### src/rtl/echo_delay_line.sv
// Multi-tap echo generator for one MIDI voice channel.
// Timestamped note-state changes are replayed after a delay, then re-queued with decayed velocity.
module echo_delay_line #(
  parameter int DEPTH = 16,
  parameter int TW    = 24,
  parameter int RW    = 3
) (
  input  logic                     clk,
  input  logic                     reset,
  input  logic                     en,
  input  logic                     tick,
  input  logic [TW-2:0]            delay,
  input  logic [1:0]               decay_shift,
  input  logic [RW-1:0]            repeats,
  input  logic                     note_on,
  input  logic [6:0]               note_start,
  input  logic [6:0]               vel_start,
  input  logic [8:0]               pb_start,
  input  logic [1:0]               cc1_start,
  output logic                     echo_valid,
  output logic                     echo_on,
  output logic [6:0]               echo_note,
  output logic [6:0]               echo_vel,
  output logic [8:0]               echo_pb,
  output logic [1:0]               echo_cc1,
  output logic                     overflow,
  output logic [$clog2(DEPTH):0]   count
);

  localparam int AW = $clog2(DEPTH);
  localparam logic [AW+1:0] DEPTH_W = (AW+2)'(DEPTH);
  localparam logic [AW+1:0] ONE_W   = (AW+2)'(1);

  logic          q_on   [DEPTH];
  logic [6:0]    q_note [DEPTH];
  logic [6:0]    q_vel  [DEPTH];
  logic [8:0]    q_pb   [DEPTH];
  logic [1:0]    q_cc1  [DEPTH];
  logic [TW-1:0] q_due  [DEPTH];
  logic [RW-1:0] q_rem  [DEPTH];

  logic [AW-1:0] head, tail;
  logic [TW-1:0] now;
  logic          sh_on;
  logic [6:0]    sh_note, sh_vel;
  logic [8:0]    sh_pb;
  logic [1:0]    sh_cc1;

  logic [TW-1:0] delay_eff, due_new, age;
  logic [2:0]    shift;
  logic          pop, capture, requeue, cap_ok, req_ok;
  logic [AW+1:0] free;
  logic [AW-1:0] req_idx;

  // Keeping the delay below a quarter of the timer range makes the age MSB a wrap-safe "due" test.
  always_comb begin
    delay_eff = {2'b00, delay[TW-3:0]};
    due_new   = now + delay_eff;
    shift     = {1'b0, decay_shift} + 3'd1;
    age       = now - q_due[head];
    pop       = (count != '0) && !age[TW-1];
    capture   = ({note_on, note_start, vel_start, pb_start, cc1_start} !=
                 {sh_on, sh_note, sh_vel, sh_pb, sh_cc1}) && (repeats != '0);
    requeue   = pop && (q_rem[head] > RW'(1));
    free      = DEPTH_W - {1'b0, count} + {{(AW+1){1'b0}}, pop};
    cap_ok    = capture && (free != '0);
    req_ok    = requeue && (cap_ok ? (free > ONE_W) : (free != '0));
    req_idx   = cap_ok ? tail + AW'(1) : tail;
  end

  always_ff @(posedge clk) begin
    if (reset) begin
      head       <= '0;
      tail       <= '0;
      count      <= '0;
      now        <= '0;
      sh_on      <= 1'b0;
      sh_note    <= '0;
      sh_vel     <= '0;
      sh_pb      <= '0;
      sh_cc1     <= '0;
      overflow   <= 1'b0;
      echo_valid <= 1'b0;
      echo_on    <= 1'b0;
      echo_note  <= '0;
      echo_vel   <= '0;
      echo_pb    <= '0;
      echo_cc1   <= '0;
    end else if (en) begin
      now        <= now + TW'(tick);
      sh_on      <= note_on;
      sh_note    <= note_start;
      sh_vel     <= vel_start;
      sh_pb      <= pb_start;
      sh_cc1     <= cc1_start;
      echo_valid <= pop;
      if (pop) begin
        echo_on   <= q_on[head];
        echo_note <= q_note[head];
        echo_vel  <= q_vel[head];
        echo_pb   <= q_pb[head];
        echo_cc1  <= q_cc1[head];
      end
      head  <= head + AW'(pop);
      tail  <= tail + AW'(cap_ok) + AW'(req_ok);
      count <= count + (AW+1)'(cap_ok) + (AW+1)'(req_ok) - (AW+1)'(pop);
      if ((capture && !cap_ok) || (requeue && !req_ok))
        overflow <= 1'b1;
    end else begin
      echo_valid <= 1'b0;
    end
  end

  // Queue storage needs no reset: occupancy alone decides which entries are live.
  always_ff @(posedge clk) begin
    if (!reset && en) begin
      if (cap_ok) begin
        q_on[tail]   <= note_on;
        q_note[tail] <= note_start;
        q_vel[tail]  <= vel_start >> shift;
        q_pb[tail]   <= pb_start;
        q_cc1[tail]  <= cc1_start;
        q_due[tail]  <= due_new;
        q_rem[tail]  <= repeats;
      end
      if (req_ok) begin
        q_on[req_idx]   <= q_on[head];
        q_note[req_idx] <= q_note[head];
        q_vel[req_idx]  <= q_vel[head] >> shift;
        q_pb[req_idx]   <= q_pb[head];
        q_cc1[req_idx]  <= q_cc1[head];
        q_due[req_idx]  <= due_new;
        q_rem[req_idx]  <= q_rem[head] - RW'(1);
      end
    end
  end

endmodule

### config.mk
export PLATFORM = sky130hd
export DESIGN_NAME = echo_delay_line
export DESIGN_NICKNAME = d
export VERILOG_FILES = /design/src/rtl/echo_delay_line.sv
export SDC_FILE = /design/constraint.sdc
export NUM_CORES = 1
export LEC_CHECK = 0
export CAP_MARGIN = 20
export CORE_UTILIZATION = 50
export DETAILED_ROUTE_END_ITERATION = 16
export GPL_ROUTABILITY_DRIVEN = 0
export HOLD_SLACK_MARGIN = 0.03
export PLACE_DENSITY = 0.77
export SLEW_MARGIN = 0
export SYNTH_ARGS = -nofsm -noshare
export SYNTH_HDL_FRONTEND = slang
export SYNTH_SLANG_ARGS = --single-unit
### constraint.sdc
create_clock -name clk -period 11.55 [get_ports clk]
set_clock_uncertainty 0.1 [all_clocks]
set_input_delay 2.31 -clock clk [delete_from_list [all_inputs] [get_ports clk]]
set_output_delay 2.31 -clock clk [all_outputs]
set_load 0.05 [all_outputs]
==> results.py <==
metrics = {
    "routing": {
        "via_count": 24500,
        "drtIter0Drc": 2786,
        "post_drt_wl_per_cell_microns": 29.1,
        "drtAntennaViolNets": 0,
        "drc": 0,
        "viasPerCell": 6.40,
        "firstDrtPassIters": 7,
        "wl_microns": 112000,
    },
    "logic_synthesis": {
        "synth_top_family_by_area": "multiplexers",
        "netlist_top_cells_count": "edfxtp_1, mux2_2, mux4_2",
        "synth-edff-count": 832,
        "ys_warn_count": 0,
        "syn_avg_cell_area_sq_um": 16.9,
        "yosysMostFrequentCell": "edfxtp_1",
        "synth_xor_area_share_pct": 1.43,
        "synth_compound_area_share_pct": 2.77,
        "synth_top_area_share_pct": 57.6,
        "synth_top_cells_by_area": "edfxtp_1, mux4_2, mux2_2",
        "synth_fa_ha_area_share_pct": 2.00,
        "muxShareOfSynthArea_pct": 25.7,
        "yosysSeqAreaShare_pct": 62.0,
        "synthDistinctLibCells": 68,
        "ys_ff_latch": 926,
        "syn_nets": 2691,
        "synthSimpleGateAreaFrac_pct": 3.18,
        "synthesis.area_sq_um": 43300,
        "syn-instance-count": 2566,
        "ys.flop_type": "edfxtp_1",
        "synthArstFlopShare_pct": 0,
        "synth.largest_area_cell": "edfxtp_1",
    },
    "grt": {
        "grt_max_degree": 109,
        "grt.total_usage_pct": 25.6,
        "globalRouteOverflowTotal": 0,
        "grt_pass1_wl_microns": 163000,
        "grt_pass1_vias": 25200,
        "antenna_found_initial": 3,
    },
    "clock_network": {
        "clk_latency_ps": 680,
        "cts_resized": 0,
        "path_clk_slew_ps": 60,
        "cts_inserted_buffers": 92,
        "tritoncts": "done",
        "cts_sinks": 926,
        "post-cts-setup-buffers": 0,
        "cts-htree-levels": 3,
        "cts_root_buf": "clkbuf_16",
        "cts_buffer_depth": 3,
        "postCtsHoldBufs": 0,
    },
    "worst_setup_path": {
        "startpoint_type": "flop",
        "crit_fanout": 42,
        "cp.arrival_ps": 9610,
        "reg2reg_slack_ps": 2180,
        "worstSetupPathType": "reg -> reg",
        "r2r_end": "q_note[6][4]",
        "crit_end": "q_note[6][4]",
        "end_kind": "flop",
        "reg2reg_depth": 24,
        "cp.required_ps": 11790,
    },
    "sta": {
        "grt_setup_unrepaired": "no",
        "hold_viol": 0,
        "period_needed_ps": 9370,
        "hold_slack_ps": 381,
        "tns_ps": 0,
        "finalMaxSlewViolations": 0,
        "report.final.setup_viol": 0,
        "finalCritPeriodShare_pct": 81.1,
        "tightest_slew_ps": 1220,
        "fmax_mhz": 107,
        "slew_headroom_pct": 18.1,
        "finalWorstSetupSlack_ps": 2180,
    },
    "floorplan": {
        "rows": 107,
        "io-pin-count": 91,
        "core_sq_um": 85500,
        "dieArea_sq_um": 87900,
        "start_util_pct": 50.7,
        "die_w_microns": 296,
        "dieHeight_microns": 296,
    },
    "power_and_ir_drop": {
        "p_leak_nw": 16.1,
        "power.density_nw_per_um2": 178,
        "vdd_drop_max_mv": 0.168,
    },
    "placement": {
        "portBuffers": 88,
        "placed_cell_area_sq_um": 45300,
        "dpl.hpwl_microns": 58700,
        "dp_slack_ps": 2200,
    },
    "worst_hold_path": {
        "hold_class": "reg -> reg",
        "whs_path_depth": 2,
    },
    "finish": {
        "drive_gt1_share_pct": 31.9,
        "syn_to_final_growth_pct": 12.0,
        "fin_area_sq_um": 48500,
        "layout.nets": 2728,
    },
    "status": {
        "status": "complete, no violations",
    },
    "run": {
        "max_cap_viol_count": 0,
    },
}
==> registers in the layout, indices dropped and copies added (netlist names), 16 cells and up, named ones only <==
register and flops:
now 24, q_cc1 32, q_due 384, q_note 112, q_on 16, q_pb 144
q_rem 48, q_vel 96
==> layout by cell type (no fill, tap or decap), types with 5 or more instances in the layout <==
cell / n
buf_4: 73
and3_1: 9
or3_1: 10
clkinvlp_4: 5
o21ai_0: 45
xor2_1: 21
xnor2_1: 50
mux4_2: 255
mux2i_1: 145
clkbuf_8: 5
a21o_1: 19
o2111ai_4: 8
clkinv_2: 23
nor3_2: 7
nand3_1: 34
ha_1: 63
edfxtp_1: 832
mux2_1: 8
nor2_1: 105
nand2_4: 8
clkbuf_1: 23
bufinv_16: 8
mux2_4: 12
clkinv_1: 11
mux2_2: 323
dfxtp_1: 90
nor2b_1: 12
a31oi_1: 5
clkdlybuf4s50_1: 86
a21oi_1: 62
nand2_1: 67
a211oi_1: 6
nor3_1: 13
nand4_1: 17
a21o_4: 8
clkbuf_16: 93
inv_1: 50
==> worst max-delay path, cell delays in order (launching register included) <==
cell and delay, ps:
dfxtp_4 750, buf_4 580, mux4_2 580, mux4_2 460
inv_1 150, ha_1 270, o21ai_0 250, a211oi_1 120
nor2_1 170, a2bb2oi_1 340, o211ai_2 150, mux2i_4 370
ha_1 250, inv_1 50, ha_1 210, and3_1 190
a31oi_1 210, nor4_2 100, a221oi_2 900, inv_1 180
a21oi_1 740, o2111ai_4 180, buf_4 390, nand2_4 820
buf_4 410
==> stage by stage <==
| step | instances | total power [mW] | util (%) |
|---|---|---|---|
| after floorplan | 2566 | 5.18 | - |
| after global placement | 3629 | 5.59 | 52.9 |
| after detailed placement | 3631 | 5.64 | 52.9 |
| after CTS | 3805 | 8.65 | 56.5 |
| after global routing | 3828 | 8.91 | 56.7 |
| final | 3828 | 8.65 | 56.7 |
==> where the power goes <==
group / switching [mW] / total (mW) / internal (mW)
clock: 1.33 / 3.04 / 1.71
combinational: 0.993 / 1.70 / 0.703
sequential: 0.0893 / 3.91 / 3.82
==> kinds of logic (layout without fill, tap and decap cells) <==
logic type	count (synthesis)	in the layout
muxes	744	744
DFF	926	926
AOI/OAI and AO/OA	187	187
adders and majority gates	67	67
buffers and inverters	271	388
and+or+nand+nor	299	299
xor gates and xnor gates	71	71
other	1	2
==> how the worst min path moves through the flow <==
stage | startpoint | endpoint | slack [ps]
floorplan | sh_note[0] | sh_note[0] | 380
global placement | echo_pb[0] | echo_pb[0] | 370
detailed placement | echo_note[4] | echo_note[4] | 370
CTS | echo_note[4] | echo_note[4] | 380
global route | echo_note[4] | echo_note[4] | 400
finish | echo_note[4] | echo_note[4] | 380
==> routing by layer <==
| layer | up-vias | share of wire (%) | track usage [%] |
|---|---|---|---|
| met5 | - | 0.026 | 0 |
| li1 | 10200 | - | - |
| met3 | 247 | 8.3 | 4.29 |
| met1 | 12800 | 40 | 34.9 |
| met2 | 1252 | 48 | 41.6 |
| met4 | 4 | 3.4 | 9.00 |
==> layout make-up <==
| class | instances | area [sq um] |
|---|---|---|
| Clock inverter | 54 | 593 |
| Timing Repair Buffer | 162 | 1450 |
| Fill cell | 6317 | 37000 |
| Tap cell | 1144 | 1430 |
| Inverter | 52 | 200 |
| Antenna cell | 1 | 2.50 |
| Sequential cell | 926 | 26900 |
| Multi-Input combinational cell | 1369 | 15500 |
| Clock buffer | 120 | 2470 |
Note: power is estimated with default switching activity, not from simulation.
